**config.mk**
```make
export PLATFORM = sky130hd
export DESIGN_NAME = fifo_wr_arbiter
export DESIGN_NICKNAME = d
export VERILOG_FILES = /design/src/rtl/fifo_pkg.sv /design/src/rtl/rr_pick2.sv /design/src/rtl/fifo_wr_arbiter.sv
export SDC_FILE = /design/constraint.sdc
export NUM_CORES = 1
export LEC_CHECK = 0
export BUFFER_PORTS_ARGS = -buffer_cell sky130_fd_sc_hd__buf_2
export CORE_MARGIN = 4
export CORE_UTILIZATION = 34
export CTS_CLUSTER_DIAMETER = 50
export DETAILED_ROUTE_END_ITERATION = 7
export PLACE_DENSITY = 0.92
export SLEW_MARGIN = 20
export SYNTH_ARGS = -nofsm -noshare
export SYNTH_HDL_FRONTEND = slang
export SYNTH_SLANG_ARGS = --single-unit
```
**constraint.sdc**
```tcl
create_clock -name clk -period 2.3 [get_ports clk]
set_clock_uncertainty 0.1 [all_clocks]
set_input_delay 0.46 -clock clk [delete_from_list [all_inputs] [get_ports clk]]
set_output_delay 0.46 -clock clk [all_outputs]
set_load 0.05 [all_outputs]
```
**src/rtl/fifo_pkg.sv**
```systemverilog
// rtl/fifo_pkg.sv - shared types and constants for the fifo write-side arbiter
package fifo_pkg;

   typedef enum logic [1:0] {
      IDLE = 2'd0,
      OWN0 = 2'd1,
      OWN1 = 2'd2
   } arb_state_t;

   localparam int FIFO_DEPTH  = 8;
   localparam int DATA_WIDTH  = 32;
   localparam int BURST_CNT_W = 4;

endpackage

```
**src/rtl/rr_pick2.sv**
```systemverilog
// rtl/rr_pick2.sv - two-way round-robin pick; a tie goes to the producer that did not own last
module rr_pick2 (
   input  logic req0,
   input  logic req1,
   input  logic last_owner,
   output logic owner,
   output logic valid
);

   always_comb begin
      valid = req0 | req1;
      owner = (req0 & req1) ? ~last_owner : req1;
   end

endmodule

```
**src/rtl/fifo_wr_arbiter.sv**
```systemverilog
// rtl/fifo_wr_arbiter.sv - burst-limited round-robin sharing of the fifo write port by two producers
module fifo_wr_arbiter #(
   parameter int DATA_WIDTH = 32,
   parameter int MAX_BURST  = 4
) (
   input  logic                  clk,
   input  logic                  reset_n,
   input  logic                  req0,
   input  logic [DATA_WIDTH-1:0] din0,
   input  logic                  req1,
   input  logic [DATA_WIDTH-1:0] din1,
   output logic                  gnt0,
   output logic                  gnt1,
   output logic                  accept0,
   output logic                  accept1,
   input  logic                  fifo_full,
   input  logic                  fifo_wr_err,
   output logic                  fifo_wr_en,
   output logic [DATA_WIDTH-1:0] fifo_din,
   output logic                  ovf_err
);
   import fifo_pkg::*;

   localparam logic [BURST_CNT_W-1:0] LAST_CNT = BURST_CNT_W'(MAX_BURST - 1);

   arb_state_t             state, nxt_state;
   logic [BURST_CNT_W-1:0] burst_cnt, nxt_cnt;
   logic                   last_owner, nxt_last;
   logic                   pick_owner, pick_valid;
   logic                   own_id, own_req, oth_req, own_acc;
   arb_state_t             oth_state;

   rr_pick2 u_pick (
      .req0       (req0),
      .req1       (req1),
      .last_owner (last_owner),
      .owner      (pick_owner),
      .valid      (pick_valid)
   );

   // last_owner resets to 1 so that producer 0 wins the first tie
   always_ff @(posedge clk or negedge reset_n) begin
      if (!reset_n) begin
         state      <= IDLE;
         burst_cnt  <= '0;
         last_owner <= 1'b1;
         ovf_err    <= 1'b0;
      end else begin
         state      <= nxt_state;
         burst_cnt  <= nxt_cnt;
         last_owner <= nxt_last;
         if (fifo_wr_err)
            ovf_err <= 1'b1;
      end
   end

   always_comb begin
      nxt_state = state;
      nxt_cnt   = burst_cnt;
      nxt_last  = last_owner;
      own_id    = (state == OWN1);
      own_req   = own_id ? req1 : req0;
      oth_req   = own_id ? req0 : req1;
      own_acc   = own_req & ~fifo_full;
      oth_state = own_id ? OWN0 : OWN1;
      case (state)
         IDLE: begin
            if (pick_valid)
               nxt_state = pick_owner ? OWN1 : OWN0;
         end
         OWN0, OWN1: begin
            // a dropped request wins over a full stall; a stall alone holds everything
            if (!own_req) begin
               nxt_state = oth_req ? oth_state : IDLE;
               nxt_cnt   = '0;
               nxt_last  = own_id;
            end else if (own_acc) begin
               if (burst_cnt == LAST_CNT) begin
                  if (oth_req)
                     nxt_state = oth_state;
                  nxt_cnt  = '0;
                  nxt_last = own_id;
               end else begin
                  nxt_cnt = burst_cnt + 1'b1;
               end
            end
         end
         default: nxt_state = IDLE;
      endcase
   end

   always_comb begin
      gnt0       = (state == OWN0);
      gnt1       = (state == OWN1);
      accept0    = gnt0 & req0 & ~fifo_full;
      accept1    = gnt1 & req1 & ~fifo_full;
      fifo_wr_en = accept0 | accept1;
      fifo_din   = gnt1 ? din1 : din0;
   end

endmodule

```
======== Word level (Yosys, flattened, before mapping) ========
Cells that the tools add are included.
cells by class
  $add $sub $neg .......................... 1
  multiply operators ...................... 0
  div/mod/pow operators ................... 0
  order comparisons ....................... 0
  equal/unequal tests ..................... 9
  shift operators ......................... 0
  muxes and demuxes ....................... 19
  bitwise logic cells ..................... 10
  reduce and logical (&&, ||, !) cells .... 5
operators with widths
  kind                                           count
  two-way mux 32 bit                             1
  two-way mux 2 bit                              8
  two-way mux 4 bit                              3
  != test 3 bit, second input constant           3
  bitwise AND 1 bit                              6
  two-way mux 1 bit                              6
  adder 4 x 1 -> 4 bit, second input constant    1
  == test 4 x 2 -> 1 bit, second input constant  1
  != test 2 x 1 -> 1 bit, second input constant  2
  one-hot mux 2 bit (2 select lines)             1
  AND reduction 4 bit                            1
  AND reduction 3 bit                            1
  == test 2 x 1 -> 1 bit, second input constant  1
  == test 2 bit, second input constant           1
  zero test 2 bit                                1
  != test 2 bit, second input constant           1
  inverter 1 bit                                 2
  bitwise OR 1 bit                               2
  AND reduction 2 bit                            1
  OR reduction 2 bit                             1
word-level totals
  register bits after elaboration ......... 8
  bits in latches ......................... 0
  RAM bits ................................ 0
  memory bits (read-only) ................. 0
  input bits .............................. 70
  memories kept ........................... 0

======== Longest topological paths before layout ========
Gate-level depths: netlist (run 1).
  depth in word-level cells ............... 7
  mapped depth ............................ 7
  gate-level depth less buffers ........... 6

======== By module ========
Synthesis (run 1) repeated with hierarchy kept, for this count alone.
unflattened totals
  cells, all modules ...................... 99
  area, all modules ....................... 975.9 µm²
modules (own cells, without submodules)
  module           instances  cells each  area an instance (µm²)  seq. area each (µm²)
  fifo_wr_arbiter  1          97          962.2                   201.4
  rr_pick2         1          2           13.8                    0.0

======== Least setup slack after synthesis (run 1) ========
Ideal clock, no wire load.
  kind .................................... reg2out
  start point ............................. reg state[1]
  end point ............................... out fifo_wr_en
  arrival time ............................ 1.885 ns
  setup slack ............................. -0.145 ns
  stages on the path, launching flop included .. 5
  buffers on the path ..................... 0
  cells stage by stage .................... dfrtp_1 > inv_1 > ha_1 > nand2_1 > a21oi_1
between the ends
  cells in the longest elaborated chain, start to end .. 4
  elaborated cells on any way between the ends .. 7
  those cells by class .................... 2 x eq/ne; 5 x bitwise
ends and longest elaborated chain
  what                             line                   text
  start: declaration               fifo_wr_arbiter.sv:26  arb_state_t state, nxt_state;
  start signal: assignment         fifo_wr_arbiter.sv:49  state <= nxt_state;
  == test 2 x 1 -> 1 bit           fifo_wr_arbiter.sv:93  gnt0 = (state == OWN0);
  net gnt0                         fifo_wr_arbiter.sv:12  output logic gnt0,
  bitwise AND 1 bit (2 in series)  fifo_wr_arbiter.sv:95  accept0 = gnt0 & req0 & ~fifo_full;
  bitwise OR 1 bit                 fifo_wr_arbiter.sv:97  fifo_wr_en = accept0 | accept1;
  end: declaration                 fifo_wr_arbiter.sv:18  output logic fifo_wr_en,
The timed path passes the listed nets, and every way through them passes these cells.

======== Worst setup path in the final report (run 1) ========
  start point ............................. reg state[0]
  end point ............................... out fifo_din[14]
between the ends
  cells in the longest elaborated chain, start to end .. 2
ends and longest elaborated chain
  what                line                   text
  == test 2 bit       fifo_wr_arbiter.sv:94  gnt1 = (state == OWN1);
  two-way mux 32 bit  fifo_wr_arbiter.sv:98  fifo_din = gnt1 ? din1 : din0;
  end: declaration    fifo_wr_arbiter.sv:19  output logic [DATA_WIDTH-1:0] fifo_din,
No other way between the ends.

==> results of run 1 <==
[power groups by stage]
stage	combinational, uW	clock [uW]	sequential [uW]
finish	1940	118	224
global route	2040	130	231
CTS	1760	119	224
detailed placement	1740	0	222
global placement	1720	0	219
floorplan	1400	0	213
[layout by cell type (no fill, tap or decap), types with 2 or more instances in the layout]
cell / synthesis / routed
a21oi_1: 3 / 2
nand2_1: 6 / 6
dfrtp_1: 7 / 7
mux2_1: 2 / 2
mux2_2: 33 / 33
ha_1: 6 / 5
inv_1: 6 / 5
buf_2: 3 / 85
clkbuf_4: 0 / 4
nand2b_1: 2 / 2
a22o_1: 3 / 3
nor2b_1: 2 / 2
o21ai_0: 6 / 6
nor2_1: 4 / 3
buf_4: 0 / 24
[repair_timing]
item / in CTS / in global routing
hold endpoints to repair: 7 / 0
endpoints found under the setup margin: 32 / 32
gates resized for setup: 2 / 44
cloned: 0 / 1
setup buffers: 0 / 3
hold buffers: 1 / 0
[metrics by stage]
stage / utilization, % / setup slack [ns] / hold slack, ns / cells / total power [uW]
floorplan: - / 0.0354 / 0.0644 / 97 / 1610
global placement: 56.6 / 0.228 / 0.206 / 233 / 1940
detailed placement: 56.6 / 0.182 / 0.213 / 233 / 1960
CTS: 58.3 / 0.00897 / 0.292 / 238 / 2110
global route: 62.2 / -0.00727 / 0.291 / 242 / 2400
finish: 62.2 / 0.0431 / 0.295 / 242 / 2280
[layer usage]
layer / global-route usage (%) / wire length (um)
met3: 3.14 / 357
met1: 18.5 / 1360
met5: 0 / 0
met2: 34.4 / 2300
met4: 2.17 / 23
[sequential cells by signal, summed over array words and instances, names as in the netlist]
register,flops
ovf_err,1
last_owner,1
state,2
burst_cnt,4
[worst reg2reg max path, cell delays in order, from the launching register on]
cell,delay (ns)
dfrtp_1,0.41
inv_2,0.08
buf_4,0.14
ha_1,0.43
nor2b_1,0.20
a22oi_1,0.10
o22ai_2,0.17
mux2_1,0.34
[cell type report]
class / count / area, um^2
multi-input cells: 79 / 732
fillers: 243 / 1030
inverters: 6 / 22.5
clock buffers: 4 / 26.3
flip-flops and latches: 8 / 201
well taps: 31 / 38.8
repair buffers: 114 / 679
[cells by family (layout without fill, tap and decap cells)]
logic type	after synthesis	after routing	share of synthesized area, %
muxes	36	36	42.3
and+or+nand+nor	20	20	11.3
AOI/OAI and AO/OA	17	17	12.6
buffers and inverters	10	124	5.06
DFF	8	8	20.9
adders and majority gates	6	6	7.79
[path summary, 6_finish.rpt]
kind                           endpoint  slack (ns)  cells after the start
max                        fifo_din[14]        0.04                      5
min                             ovf_err        0.29                      2
max reg2reg                    state[1]        0.21                      7
min reg2reg                     ovf_err        0.37                      1
max in group asynchronous    last_owner        1.40                      2
min in group asynchronous       ovf_err        0.46                      2
==> flow_metrics.tcl, run 1 <==
set metrics [dict create \
    status "complete, no violations" \
    comb_power_share_pct 85.0 \
    setup_viol 0 \
    grt_use_total_pct 17.0 \
    synth_most_common_cell "mux2_2" \
    drt_iter0_markers 25 \
    dp_hpwl_mm 3.20 \
    gp_congestion 0.772 \
    switching_power_uw 1280 \
    syn-mean-instance-area_um2 9.93 \
    synth_top_area_cell "mux2_2" \
    cp-start-kind "register" \
    power_density_nw_per_um2 1340 \
    async_flop_share_pct 100 \
    layout-drive-gt1-share_pct 75.4 \
    p_int_uw 995 \
    cp_slowest_cell "dfrtp_1" \
    viasPerCell 4.98 \
    fp-row-count 19 \
    wl_mm 4.04 \
    synth.distinct_cells 27 \
    critPathKind "register to output pin" \
    startpoint "state[0]" \
    clock_sinks 8 \
    grt_remaining_overflow 0 \
    initial_core_util_pct 35.2 \
    seq_power_share_pct 9.8 \
    vias 1205 \
    cp.arrival_ns 1.70 \
    synth_top_cell_area_share_pct 38.6 \
    peakVddDrop_uv 1060 \
    post_drt_wl_per_cell_um 16.7 \
    firstDrtPassIters 6 \
    path_cells "inv_2 > ha_4 > buf_12 > mux2_2 > clkbuf_4" \
    grt_max_degree 24 \
    slew_headroom_pct 79.2 \
    grt_pass1_vias 1106 \
    min_from "fifo_wr_err" \
    worstPathRequired_ns 1.74 \
    crit_family "buffers and inverters" \
    ioPinCount 108 \
    critPathCaptureType "output pin" \
    drv_slew 0 \
    io_buffers 107 \
    cts_root_buf "clkbuf_4" \
    finalCritPeriodShare_pct 98.1 \
    path_clk_slew_ns 0.06 \
    place_area_um2 1550 \
    synth_area_um2 963 \
    synth_commonest_cells "mux2_2 (33), dfrtp_1 (7)" \
    period_minus_slack_ns 2.26 \
    die_width_um 61.2 \
    cts_tree "yes" \
    min_path_type "input pin to register" \
    grt_pass1_wl_mm 4.79 \
    clkPwrFrac_pct 5.2 \
    path_max_fanout 12 \
    synth_edf_count 0 \
    antenna_found_initial 0 \
    die_h_um 61.2 \
    ys_ff_latch 8 \
    final.setup.tns_ns 0 \
    synth_top_flop_cell "dfrtp_1" \
    worstMarginPinSlew_ns 0.305 \
    syn_nets 173 \
    cts.path.max_buffers 2 \
    ys_warn_count 0 \
    hold_violations 0 \
    slowest_delay_ns 0.42 \
    switching_share_pct 56.3 \
    core_um2 2730 \
    cap_violations 0 \
    worst-path-buf-inv 3 \
    nets 288 \
    cts_buffers 3 \
    route.detailed.drc 0 \
    insertion_delay_ns 0.25 \
    max_freq_mhz 443 \
    antenna_cells 0 \
    power.leakage_uw 0.000885 \
    r2r_start "state[0]" \
    yosysSeqAreaShare_pct 20.9 \
    dieArea_um2 3750 \
    syn_inst 97 \
    h-tree-depth 1 \
    areaGrowthSynthToFinish_pct 76.5 \
    ant_nets 0 \
    synthTopCellsByArea "mux2_2 (39%), dfrtp_1 (18%), ha_1 (7.8%)" \
    design_area_um2 1700 \
]
Note: power is estimated with default switching activity, not from simulation.
==> inputs of run 2 (changes only) <==
- PLACE_DENSITY: 0.92 -> 0.9
==> run 2 against run 1 <==
Effect of this change:
- register-to-register slack better by 0.08 ns
- largest cell class unchanged
- sequential power hardly changed
- critical endpoint is now fifo_din[10]
- setup slack better by 0.044 ns
- critical path type unchanged
- clock-buffer cell count stayed put
- combinational power hardly changed
==> flow_metrics.tcl, run 2 (synthesis gave the netlist of run 1 again) <==
set metrics [dict create \
    io_buffers 107 \
    core_um2 2730 \
    vias 1191 \
    path_cells "inv_2 > ha_4 > buf_12 > mux2_2 > buf_2" \
    cp_slowest_cell "dfrtp_1" \
    die_width_um 61.2 \
    final_common_cell "buf_2" \
    min_path_type "input pin to register" \
    cap_violations 0 \
    worstPathRequired_ns 1.74 \
    ant_nets 0 \
    use_met1_pct 22.3 \
    hold_path_end "ovf_err" \
    slowest_delay_ns 0.38 \
    finalCritPeriodShare_pct 96.2 \
    die_h_um 61.2 \
    antenna_found_initial 0 \
    areaGrowthSynthToFinish_pct 74.7 \
    insertion_delay_ns 0.26 \
    hold_violations 0 \
    worstMarginPinSlew_ns 0.294 \
    cp-start-kind "register" \
    drv_slew 0 \
    grt_max_degree 18 \
    critPathKind "register to output pin" \
    initial_core_util_pct 35.2 \
    gp_congestion 0.878 \
    dieArea_um2 3750 \
    cts.path.max_buffers 2 \
    critPathCaptureType "output pin" \
    cp.arrival_ns 1.65 \
    route.detailed.drc 0 \
    power_density_nw_per_um2 1350 \
    stdcell_count 240 \
    min_from "fifo_wr_err" \
    firstDrtPassIters 4 \
    grt_pass1_wl_mm 5.17 \
    largest_reg_flops 4 \
    grt_remaining_overflow 0 \
    rrSetupSlack_ns 0.29 \
    busiest_layer "met2" \
    grt_use_total_pct 18.8 \
    crit_family "buffers and inverters" \
    ioPinCount 108 \
    regMostFlops "burst_cnt" \
    peakVddDrop_uv 1170 \
    path_max_fanout 17 \
    cts_buffers 3 \
    layout-drive-gt1-share_pct 75.6 \
    grtUsageMet3_pct 5.24 \
    h-tree-depth 1 \
    antenna_cells 0 \
    period_minus_slack_ns 2.21 \
    hold_path_depth 2 \
    reg_top3 "burst_cnt (4), state (2)" \
    cts_tree "yes" \
    final.setup.tns_ns 0 \
    drt_iter0_markers 62 \
    fp-row-count 19 \
    layout_common_cells "buf_2 (92), mux2_2 (33), buf_4 (13)" \
    r2r_end "state[1]" \
    rsz0062_at_grt "no" \
    r2r_start "state[1]" \
    fin_ws_ns 0.0872 \
    gr-usage-met2_pct 33.2 \
    slew_headroom_pct 80.0 \
    place_ws_ns 0.152 \
    dp_hpwl_mm 3.10 \
    reg2reg_depth 6 \
    dp_cells 232 \
    wl_mm 4.07 \
    clock_sinks 8 \
    power.leakage_uw 0.000873 \
    cts_root_buf "clkbuf_4" \
    path_clk_slew_ns 0.06 \
    worst-path-buf-inv 3 \
    place_area_um2 1540 \
    setup_viol 0 \
    nets 286 \
    status "complete, no violations" \
    design_area_um2 1680 \
    post_drt_wl_per_cell_um 16.9 \
    viasPerCell 4.96 \
    grt_pass1_vias 1092 \
    max_freq_mhz 452 \
    hold_ws_ns 0.279 \
]
run 2: metal layers:
layer	wire (um)	vias to the layer above	share of wire [%]
met5	0	-	0
met4	35	0	0.86
met3	346	7	8.5
met2	2140	49	53
met1	1540	552	38
li1	-	583	-
run 2: worst max path at each step:
stage	start	end	cells after the start
final	state[0]	fifo_din[10]	5
after global routing	state[0]	fifo_din[6]	5
after CTS	state[0]	fifo_din[2]	5
after detailed placement	state[0]	fifo_din[10]	5
after global placement	state[0]	fifo_din[10]	5
after floorplan	state[0]	fifo_din[0]	5
run 2: stage by stage:
step | utilization [%] | power (uW)
floorplan | - | 1610
global placement | 56.3 | 1930
detailed placement | 56.3 | 1960
CTS | 61.1 | 2250
global route | 61.6 | 2380
finish | 61.6 | 2270
run 2: repair_timing:
item                                    CTS  global route
resized for setup                        17             6
buffers inserted                          2             0
gates cloned                              1             0
endpoints found under the setup margin   32            15
hold endpoints to repair                  7             0
hold buffers                              1             0
run 2: worst register-to-register path, stage by stage (launching register included):
cell and delay [ns]:
dfrtp_2 0.41, inv_1 0.08, ha_1 0.46, nor2b_1 0.22, a22oi_1 0.10, o22ai_2 0.17
mux2_1 0.35
run 2: cell type report:
class                           count  area [um^2]
Timing Repair Buffer              112          661
Multi-Input combinational cell     79          732
Sequential cell                     8          203
Fill cell                         252         1050
Inverter                            6         22.5
Tap cell                           31         38.8
Clock buffer                        4         26.3
run 2: power by group:
| group | internal [uW] | switching [uW] |
|---|---|---|
| combinational | 722 | 1210 |
| clock | 66.4 | 49.2 |
| sequential | 186 | 37.5 |
| total | 975 | 1290 |
